[src/rtl/reg_file_swap.sv]
// Parametrised register file with optional write-to-read bypass and a
// two-cycle hardware register swap; register 0 is exported as the accumulator tap.
module reg_file_swap #(
    parameter int          W         = 8,
    parameter int          DEPTH     = 4,
    parameter int          AW        = $clog2(DEPTH),
    parameter logic [W-1:0] RESET_VAL = '0,
    parameter bit          BYPASS    = 1'b1
) (
    input  logic          clk,
    input  logic          rst_n,
    input  logic          wr_en,
    input  logic [AW-1:0] wr_addr,
    input  logic [W-1:0]  dat_in,
    input  logic [AW-1:0] rd_addrA,
    input  logic [AW-1:0] rd_addrB,
    output logic [W-1:0]  datA_out,
    output logic [W-1:0]  datB_out,
    output logic [W-1:0]  dat0_out,
    input  logic          swap_req,
    input  logic [AW-1:0] swap_addrA,
    input  logic [AW-1:0] swap_addrB,
    output logic          busy,
    output logic          wr_drop
);

    typedef enum logic {
        IDLE  = 1'b0,
        SWAP2 = 1'b1
    } state_t;

    state_t          state_q;
    logic [W-1:0]    core_q [DEPTH];
    logic [W-1:0]    core_d [DEPTH];
    logic [W-1:0]    temp_q;
    logic [W-1:0]    temp_d;
    logic [AW-1:0]   addrb_q;
    logic [AW-1:0]   addrb_d;
    logic            in_swap2;
    logic            wr_take;

    assign in_swap2 = (state_q == SWAP2);
    assign busy     = in_swap2;

    // A swap request in IDLE or any SWAP2 cycle takes the register port away from the write.
    assign wr_drop  = wr_en & rst_n & (in_swap2 | swap_req);
    assign wr_take  = wr_en & rst_n & ~in_swap2 & ~swap_req;

    always_comb begin
        core_d  = core_q;
        temp_d  = temp_q;
        addrb_d = addrb_q;
        if (in_swap2) begin
            core_d[addrb_q] = temp_q;
        end else if (swap_req) begin
            temp_d             = core_q[swap_addrA];
            core_d[swap_addrA] = core_q[swap_addrB];
            addrb_d            = swap_addrB;
        end else if (wr_en) begin
            core_d[wr_addr] = dat_in;
        end
    end

    always_ff @(posedge clk or negedge rst_n) begin
        if (!rst_n) begin
            state_q <= IDLE;
            temp_q  <= '0;
            addrb_q <= '0;
            for (int i = 0; i < DEPTH; i++) begin
                core_q[i] <= RESET_VAL;
            end
        end else begin
            core_q  <= core_d;
            temp_q  <= temp_d;
            addrb_q <= addrb_d;
            case (state_q)
                IDLE:    if (swap_req) state_q <= SWAP2;
                SWAP2:   state_q <= IDLE;
                default: state_q <= IDLE;
            endcase
        end
    end

    // Bypass forwards only writes that will actually land at the coming edge.
    always_comb begin
        datA_out = core_q[rd_addrA];
        if (BYPASS && wr_take && (rd_addrA == wr_addr)) begin
            datA_out = dat_in;
        end
    end

    always_comb begin
        datB_out = core_q[rd_addrB];
        if (BYPASS && wr_take && (rd_addrB == wr_addr)) begin
            datB_out = dat_in;
        end
    end

    assign dat0_out = core_q[0];

endmodule

[config.mk]
export PLATFORM = sky130hd
export DESIGN_NAME = reg_file_swap
export DESIGN_NICKNAME = d
export VERILOG_FILES = /design/src/rtl/reg_file_swap.sv
export SDC_FILE = /design/constraint.sdc
export NUM_CORES = 1
export LEC_CHECK = 0
export ABC_AREA = 1
export CORE_AREA = 2 2 85 128
export DETAILED_ROUTE_END_ITERATION = 8
export DIE_AREA = 0 0 87 130
export PLACE_DENSITY = 0.6
export SYNTH_ARGS = -nofsm -noshare
export SYNTH_HDL_FRONTEND = slang
export SYNTH_SLANG_ARGS = --single-unit
[constraint.sdc]
create_clock -name clk -period 2.5 [get_ports clk]
set_input_delay 0.75 -clock clk [delete_from_list [all_inputs] [get_ports clk]]
set_output_delay 0.75 -clock clk [all_outputs]
set_load 0.01 [all_outputs]
# Word-level counts from Yosys, hierarchy flattened
# Cells that the tools add are included.
[classes]
magnitude_cmp = 9
eq_ne = 2
mux = 28
bitwise_logic = 13
n_reduce_logical = 7
[op_table]
columns = ["op", "n"]
rows = [
  ["8-bit two-way mux", 13],
  ["32-bit bitwise mux", 3],
  ["32-bit two-way mux", 3],
  ["8-bit binary-select mux with 2-bit select", 4],
  ["8-bit demux with 2-bit select", 3],
  ["3-bit >= comparator (second input constant)", 6],
  ["2-bit NOT with 3-bit output", 6],
  ["3-bit by 1-bit < comparator with 1-bit output (second input constant)", 3],
  ["1-bit logical AND", 5],
  ["1-bit AND", 4],
  ["2-bit == test", 2],
  ["3-bit nonzero test", 1],
  ["1-bit NOT", 2],
  ["1-bit case mux with 2 select lines", 1],
  ["2-bit AND reduction", 1],
  ["1-bit two-way mux", 1],
  ["1-bit bitwise OR", 1],
]
[totals]
register_bits = 43
output_inout_bits = 26
elab_cells = 66

# Depth between registers and ports, before layout
# Gate-level depths: netlist (run 1).
[depth]
word_depth = 9
mapped_depth = 10

# Worst setup path before layout (run 1)
# No wires, ideal clock.
[synth_timing]
path_kind = "in2out"
start = "input port rd_addrB[1]"
end = "output port datB_out[0]"
arrival_time_ns = 1.724
t_required_ns = 1.750
path_slack_ns = 0.026
stages = 5
n_path_buf = 2
cell_sequence = "buf_2 -> xnor2_1 -> nand3_1 -> clkbuf_1 -> o21ai_0"
[synth_via]
elab_chain_cells = 5
word_cells_on_any_way = 7
cone_classes = "eq/ne (1); mux (4); bitwise (1); reduce/logical (1)"
[synth_lines]
columns = ["item", "line", "text"]
rows = [
  ["from (decl)", "16", "input logic [AW-1:0] rd_addrB,"],
  ["2-bit NOT with 3-bit output (not written as such)", "93", "datB_out = core_q[rd_addrB];"],
  ["8-bit binary-select mux with 2-bit select", "93", ""],
  ["8-bit two-way mux (not written as such) (2 in series)", "93", ""],
  ["8-bit two-way mux *", "94", "if (BYPASS && wr_take && (rd_addrB == wr_addr)) begin"],
  ["to (decl)", "18", "output logic [W-1:0] datB_out,"],
]
# Every way passes the cells marked *; elsewhere a longest branch is shown, timed or not. The select of a mux whose other input is x is not followed.

# Final worst setup path (run 1)
[layout_timing]
start = "input port rst_n"
end = "output port datA_out[2]"
[layout_via]
elab_chain_cells = 5
[layout_lines]
columns = ["item", "line", "text"]
rows = [
  ["from (decl)", "11", "input logic rst_n,"],
  ["1-bit AND (3 in series)", "47", "assign wr_take = wr_en & rst_n & ~in_swap2 & ~swap_req;"],
  ["1-bit logical AND", "87", "if (BYPASS && wr_take && (rd_addrA == wr_addr)) begin"],
  ["8-bit two-way mux", "87", ""],
  ["to (decl)", "17", "output logic [W-1:0] datA_out,"],
]
# No other way between the ends.

==> results.sh, run 1 <==
export IMPL_status="finished with violations"
export IMPL_failed_checks="setup timing"
export IMPL_cts_root_buffer="clkbuf_16"
export IMPL_vias_per_cell=5.32
export IMPL_period_minus_slack_ns=2.54
export IMPL_hold_class="register to register"
export IMPL_ff2ff_path_depth=10
export IMPL_syn_num_nets=723
export IMPL_path_cells="buf_8 -> nand2_4 -> nor3_4 -> nand3_2 -> buf_8 -> o21ai_2 -> buf_2"
export IMPL_hold_ws_ns=0.482
export IMPL_yosys_top_cells_area="dfrtp_1, nand2_1, nand3_1, inv_1, o21ai_0"
export IMPL_end_kind="primary output"
export IMPL_globalplace_congestion=0.936
export IMPL_slew_headroom=0.517
export IMPL_port_buffers=47
export IMPL_worstReg2RegStart="busy"
export IMPL_synth_seq_cells=43
export IMPL_finalHoldViolations=0
export IMPL_period_share=1.02
export IMPL_hp_start="temp_q[4]"
export IMPL_rows=46
export IMPL_cp_num_buf_inv=3
export IMPL_synth_top_area_frac=0.269
export IMPL_nNetsFinal=793
export IMPL_drtAntennaViolNets=0
export IMPL_r2r_end="core_q[18]"
export IMPL_cp_max_fo=8
export IMPL_post_place_ws_ns=-0.895
export IMPL_seq_area_frac_synth=0.269
export IMPL_drv_cap=0
export IMPL_synth_avg_cell_area_um2=5.70
export IMPL_die_y_um=130
export IMPL_leakage_nw=2.76
export IMPL_drc_errors=0
export IMPL_area_growth_pct=25.8
export IMPL_critPathRequiredTime_ns=1.75
export IMPL_ir_drop_v=0.000251
export IMPL_postCtsHoldBufs=0
export IMPL_netlist_cell_type_count=22
export IMPL_crit_path_top_delay_cell="nor3_4"
export IMPL_rsz0062_at_grt="yes"
export IMPL_crit_top_cell="buf_8"
export IMPL_critPathTopFamily="simple AND/OR/NAND/NOR gates"
export IMPL_timing_fmax_ghz=0.393
export IMPL_firstDrtPassIters=6
export IMPL_syn_cell_area_um2=4000
export IMPL_io_pins=48
export IMPL_rrSetupSlack_ns=0.57
export IMPL_grt_pass1_vias=4397
export IMPL_drive_above_1_share=0.180
export IMPL_tritoncts="done"
export IMPL_synth_cells=701
export IMPL_pwr_density_cell_nw_per_um2=605
export IMPL_track_usage=0.266
export IMPL_htree_levels=2
export IMPL_synth_top_area_cell="dfrtp_1"
export IMPL_yosys_warnings=0
export IMPL_worstHoldEndpoint="temp_q[4]"
export IMPL_dp_hpwl_um=11500
export IMPL_numClockSinks=43
export IMPL_worstSkewPairLatency_ns=0.30
export IMPL_clk_pin_slew_ns=0.07
export IMPL_setup_viol=12
export IMPL_start_kind="input pin"
export IMPL_antennaDiodeCount=0
export IMPL_antenna_found_initial=0
export IMPL_worstPathArrival_ns=1.79
export IMPL_die_x_um=87
export IMPL_worst_pin_slew_ns=0.722
export IMPL_drt_iter0_drc=407
export IMPL_cts_inserted_buffers=5
export IMPL_finalMaxSlewViolations=0
export IMPL_grt_first_pass_wirelength_um=22800
export IMPL_worst_slack_ns=-0.0416
export IMPL_final_setup_skew_ns=0.00636
export IMPL_wl_per_cell_um=16.9
export IMPL_whs_path_depth=2
export IMPL_finalPower_mw=3.04
export IMPL_wirelength_um=15100
export IMPL_dieArea_um2=11300
export IMPL_worst_setup_path_type="input pin to primary output"
export IMPL_overflow=0
export IMPL_cts_max_path_buffers=2
export IMPL_coreArea_um2=10300
export IMPL_slowest_delay_ns=0.28
export IMPL_start_util=0.388
export IMPL_vias=4744
export IMPL_grt_start_max_net_pins=44
==> layout by cell type, fill, tap and decap left out, types with 5 or more instances in the layout <==
cell | Yosys | final
buf_4 | 11 | 40
o22ai_1 | 10 | 10
clkdlybuf4s50_1 | 0 | 22
nand2_1 | 236 | 219
a21oi_1 | 32 | 27
clkbuf_16 | 0 | 5
a21oi_2 | 0 | 5
inv_2 | 3 | 5
nand2_2 | 6 | 17
o21ai_0 | 56 | 29
buf_6 | 3 | 6
dfrtp_1 | 43 | 43
nor2_1 | 55 | 55
o21ai_2 | 0 | 10
inv_1 | 114 | 110
nand2_4 | 0 | 6
buf_2 | 11 | 19
nand3_1 | 98 | 96
o21ai_1 | 0 | 17
==> synthesized netlist by cell type, drive strengths merged <==
library cell    n
a21oi          32
buf            25
clkbuf          5
clkinv          1
dfrtp          43
inv           120
nand2         242
nand3          98
nand4           3
nor2           61
nor3            1
o21ai          56
o22ai          10
xnor2           4
==> metal layers <==
layer  GRT usage  routed length (µm)
met1       0.334                6290
met2       0.467                7400
met3      0.0183                 807
met4       0.111                 549
met5           0                   0
==> how the worst max path moves through the flow <==
stage                      startpoint          end  depth (start not counted)
after CTS                       rst_n  datA_out[4]                          8
after global placement    rd_addrB[0]  datB_out[4]                          8
after detailed placement  rd_addrB[0]  datB_out[2]                          8
final                           rst_n  datA_out[2]                          7
after floorplan           rd_addrB[1]  datB_out[0]                          5
after global routing            rst_n  datA_out[2]                          7
==> kinds of logic after synthesis <==
logic type      synth area share
simple gates               0.433
buf+inv                    0.163
compound gates             0.126
flops                      0.269
xor+xnor                 0.00876
==> state kept, by name, summed over array words and instances (netlist names) <==
signal    count
core_q       24
dat0_out      8
temp_q        8
addrb_q       2
busy          1
==> through the flow <==
| stage | TNS (ns) | area [µm²] | util | std cells |
|---|---|---|---|---|
| detailed placement | -17.46 | 4730 | 0.459 | 879 |
| finish | -0.213 | 5030 | 0.488 | 892 |
| floorplan | 0 | 4000 | - | 701 |
| global route | -0.942 | 5030 | 0.488 | 892 |
| CTS | 0 | 4900 | 0.475 | 892 |
| global placement | -16.06 | 4730 | 0.459 | 879 |
==> worst reg2reg max path, stage by stage, from the launching register on <==
cell	delay (ns)
dfrtp_1	0.41
buf_4	0.22
nor2_2	0.11
buf_4	0.30
nand2_1	0.18
nand2_1	0.21
nor2_8	0.10
inv_4	0.13
nand2_1	0.07
nand2_1	0.07
inv_1	0.04
==> area by class of cell <==
| type | instances | area, µm² |
|---|---|---|
| Clock buffer | 6 | 129 |
| Clock inverter | 2 | 12.5 |
| Fill cell | 1119 | 5270 |
| Inverter | 121 | 468 |
| Multi-Input combinational cell | 507 | 2450 |
| Sequential cell | 43 | 1080 |
| Tap cell | 120 | 150 |
| Timing Repair Buffer | 93 | 749 |
==> what timing repair did <==
action,in CTS,in global routing
pin swaps,11,15
resized for setup,136,53
cloned,2,0
endpoints found under the setup margin,17,16
setup buffers,3,0
==> where the power goes <==
part	leakage [nW]	switching (mW)	internal, mW
logic	2.17	0.841	0.508
registers	0.522	0.159	0.861
clock network	0.0669	0.306	0.370
total	2.76	1.31	1.74
Note: power is estimated with default switching activity, not from simulation.
==> run 2, diff against run 1 <==
- CORE_AREA: 2 2 85 128 -> 2 2 72 108
- DIE_AREA: 0 0 87 130 -> 0 0 74 110
- PLACE_DENSITY: 0.6 -> 0.8
==> run 2 against run 1 <==
Effect of this change: the run still ends with setup timing left; largest cell class unchanged; critical endpoint is now datB_out[2]; sequential share of layout area increased by 0.30 points; non-clock buffer count decreased by 2; flip-flop and latch count is the same.
==> results.sh, run 2 (synthesis gave the netlist of run 1 again) <==
export IMPL_grt_first_pass_wirelength_um=25100
export IMPL_final_setup_skew_ns=0.0117
export IMPL_period_minus_slack_ns=2.55
export IMPL_leakage_nw=2.74
export IMPL_start_util=0.557
export IMPL_final_cell_mix="nand2_1, inv_1, nand3_1"
export IMPL_hold_class="register to register"
export IMPL_postCtsHoldBufs=0
export IMPL_period_share=1.02
export IMPL_antennaDiodeCount=0
export IMPL_slew_headroom=0.492
export IMPL_clk_pin_slew_ns=0.09
export IMPL_ir_drop_v=0.000407
export IMPL_cts_inserted_buffers=5
export IMPL_worst_setup_path_type="input pin to primary output"
export IMPL_globalplace_congestion=1.02
export IMPL_dp_hpwl_um=12300
export IMPL_numClockSinks=43
export IMPL_port_buffers=47
export IMPL_firstDrtPassIters=6
export IMPL_drv_cap=0
export IMPL_worstSkewPairLatency_ns=0.32
export IMPL_worst_slack_ns=-0.0452
export IMPL_coreArea_um2=7180
export IMPL_grt_start_max_net_pins=44
export IMPL_die_y_um=110
export IMPL_finalPower_mw=2.91
export IMPL_area_growth_pct=24.1
export IMPL_rows=38
export IMPL_critPathRequiredTime_ns=1.75
export IMPL_cp_max_fo=8
export IMPL_wirelength_um=16300
export IMPL_tritoncts="done"
export IMPL_worst_pin_slew_ns=0.759
export IMPL_postPlaceCellArea_um2=4720
export IMPL_drc_errors=0
export IMPL_htree_levels=2
export IMPL_final_common_cell="nand2_1"
export IMPL_die_x_um=74
export IMPL_track_usage=0.418
export IMPL_cts_root_buffer="clkbuf_8"
export IMPL_antenna_found_initial=0
export IMPL_wl_per_cell_um=18.7
export IMPL_overflow=0
export IMPL_io_pins=48
export IMPL_drtAntennaViolNets=0
export IMPL_cts_max_path_buffers=2
export IMPL_nNetsFinal=791
export IMPL_rsz0062_at_grt="yes"
export IMPL_largest_register_ffs=24
export IMPL_failed_checks="setup timing"
export IMPL_vias=5121
export IMPL_largest_register="core_q"
export IMPL_drt_iter0_drc=626
export IMPL_fin_area_um2=4960
export IMPL_setup_viol=10
export IMPL_timing_fmax_ghz=0.393
export IMPL_drive_above_1_share=0.175
export IMPL_end_kind="primary output"
export IMPL_worstPathArrival_ns=1.80
export IMPL_start_kind="input pin"
export IMPL_vias_per_cell=5.89
export IMPL_finalMaxSlewViolations=0
export IMPL_finalHoldViolations=0
export IMPL_grt_pass1_vias=4838
export IMPL_status="finished with violations"
export IMPL_pwr_density_cell_nw_per_um2=586
export IMPL_dieArea_um2=8140
## run 2: layer usage
metal,up-vias,global-route usage,routed length [µm]
li1,2318,-,-
met1,2321,0.490,5610
met2,368,0.686,7770
met3,114,0.0700,1480
met4,0,0.283,1420
met5,-,0,0
## run 2: repair_timing
item / CTS / global route
pin swaps: 9 / 16
gates cloned: 2 / 0
setup buffers: 1 / 0
resized for setup: 147 / 40
setup endpoints to repair: 17 / 16
## run 2: worst paths after layout
path,from,endpoint,slack [ns],cells past startpoint
max in group asynchronous,rst_n,core_q[1],1.55,2
min,temp_q[4],temp_q[4],0.49,2
max reg2reg,busy,dat0_out[1],0.53,10
max,rst_n,datB_out[2],-0.05,8
min in group asynchronous,rst_n,dat0_out[6],0.55,2
min reg2reg,temp_q[4],temp_q[4],0.49,2
## run 2: stage by stage
stage | cells | setup TNS [ns] | util | hold WS, ns | setup slack, ns
after floorplan | 701 | 0 | - | 0.449 | 0.0256
after global placement | 859 | -14.43 | 0.657 | 0.464 | -0.831
after detailed placement | 859 | -17.39 | 0.657 | 0.466 | -0.864
after CTS | 870 | 0 | 0.675 | 0.489 | 0.000865
after global routing | 870 | -0.658 | 0.691 | 0.509 | -0.0679
final | 870 | -0.162 | 0.691 | 0.489 | -0.0452
## run 2: worst max-delay path: stages
cell and delay, ns:
buf_8 0.09, nand2_4 0.05, nor3_4 0.25, nand3_2 0.16, buf_8 0.20, nand2_2 0.09
o21ai_2 0.06, buf_2 0.14
## run 2: layout make-up
| cell class | instances | area [µm²] |
|---|---|---|
| Fill cell | 657 | 2220 |
| Tap cell | 100 | 125 |
| Sequential cell | 43 | 1080 |
| Clock buffer | 6 | 72.6 |
| Multi-Input combinational cell | 507 | 2460 |
| Timing Repair Buffer | 91 | 747 |
| Clock inverter | 2 | 12.5 |
| Inverter | 121 | 464 |
## run 2: power by group
| group | switching, mW | internal [mW] |
|---|---|---|
| Sequential | 0.192 | 0.859 |
| Combinational | 0.886 | 0.502 |
| Clock | 0.275 | 0.196 |
| Total | 1.35 | 1.56 |
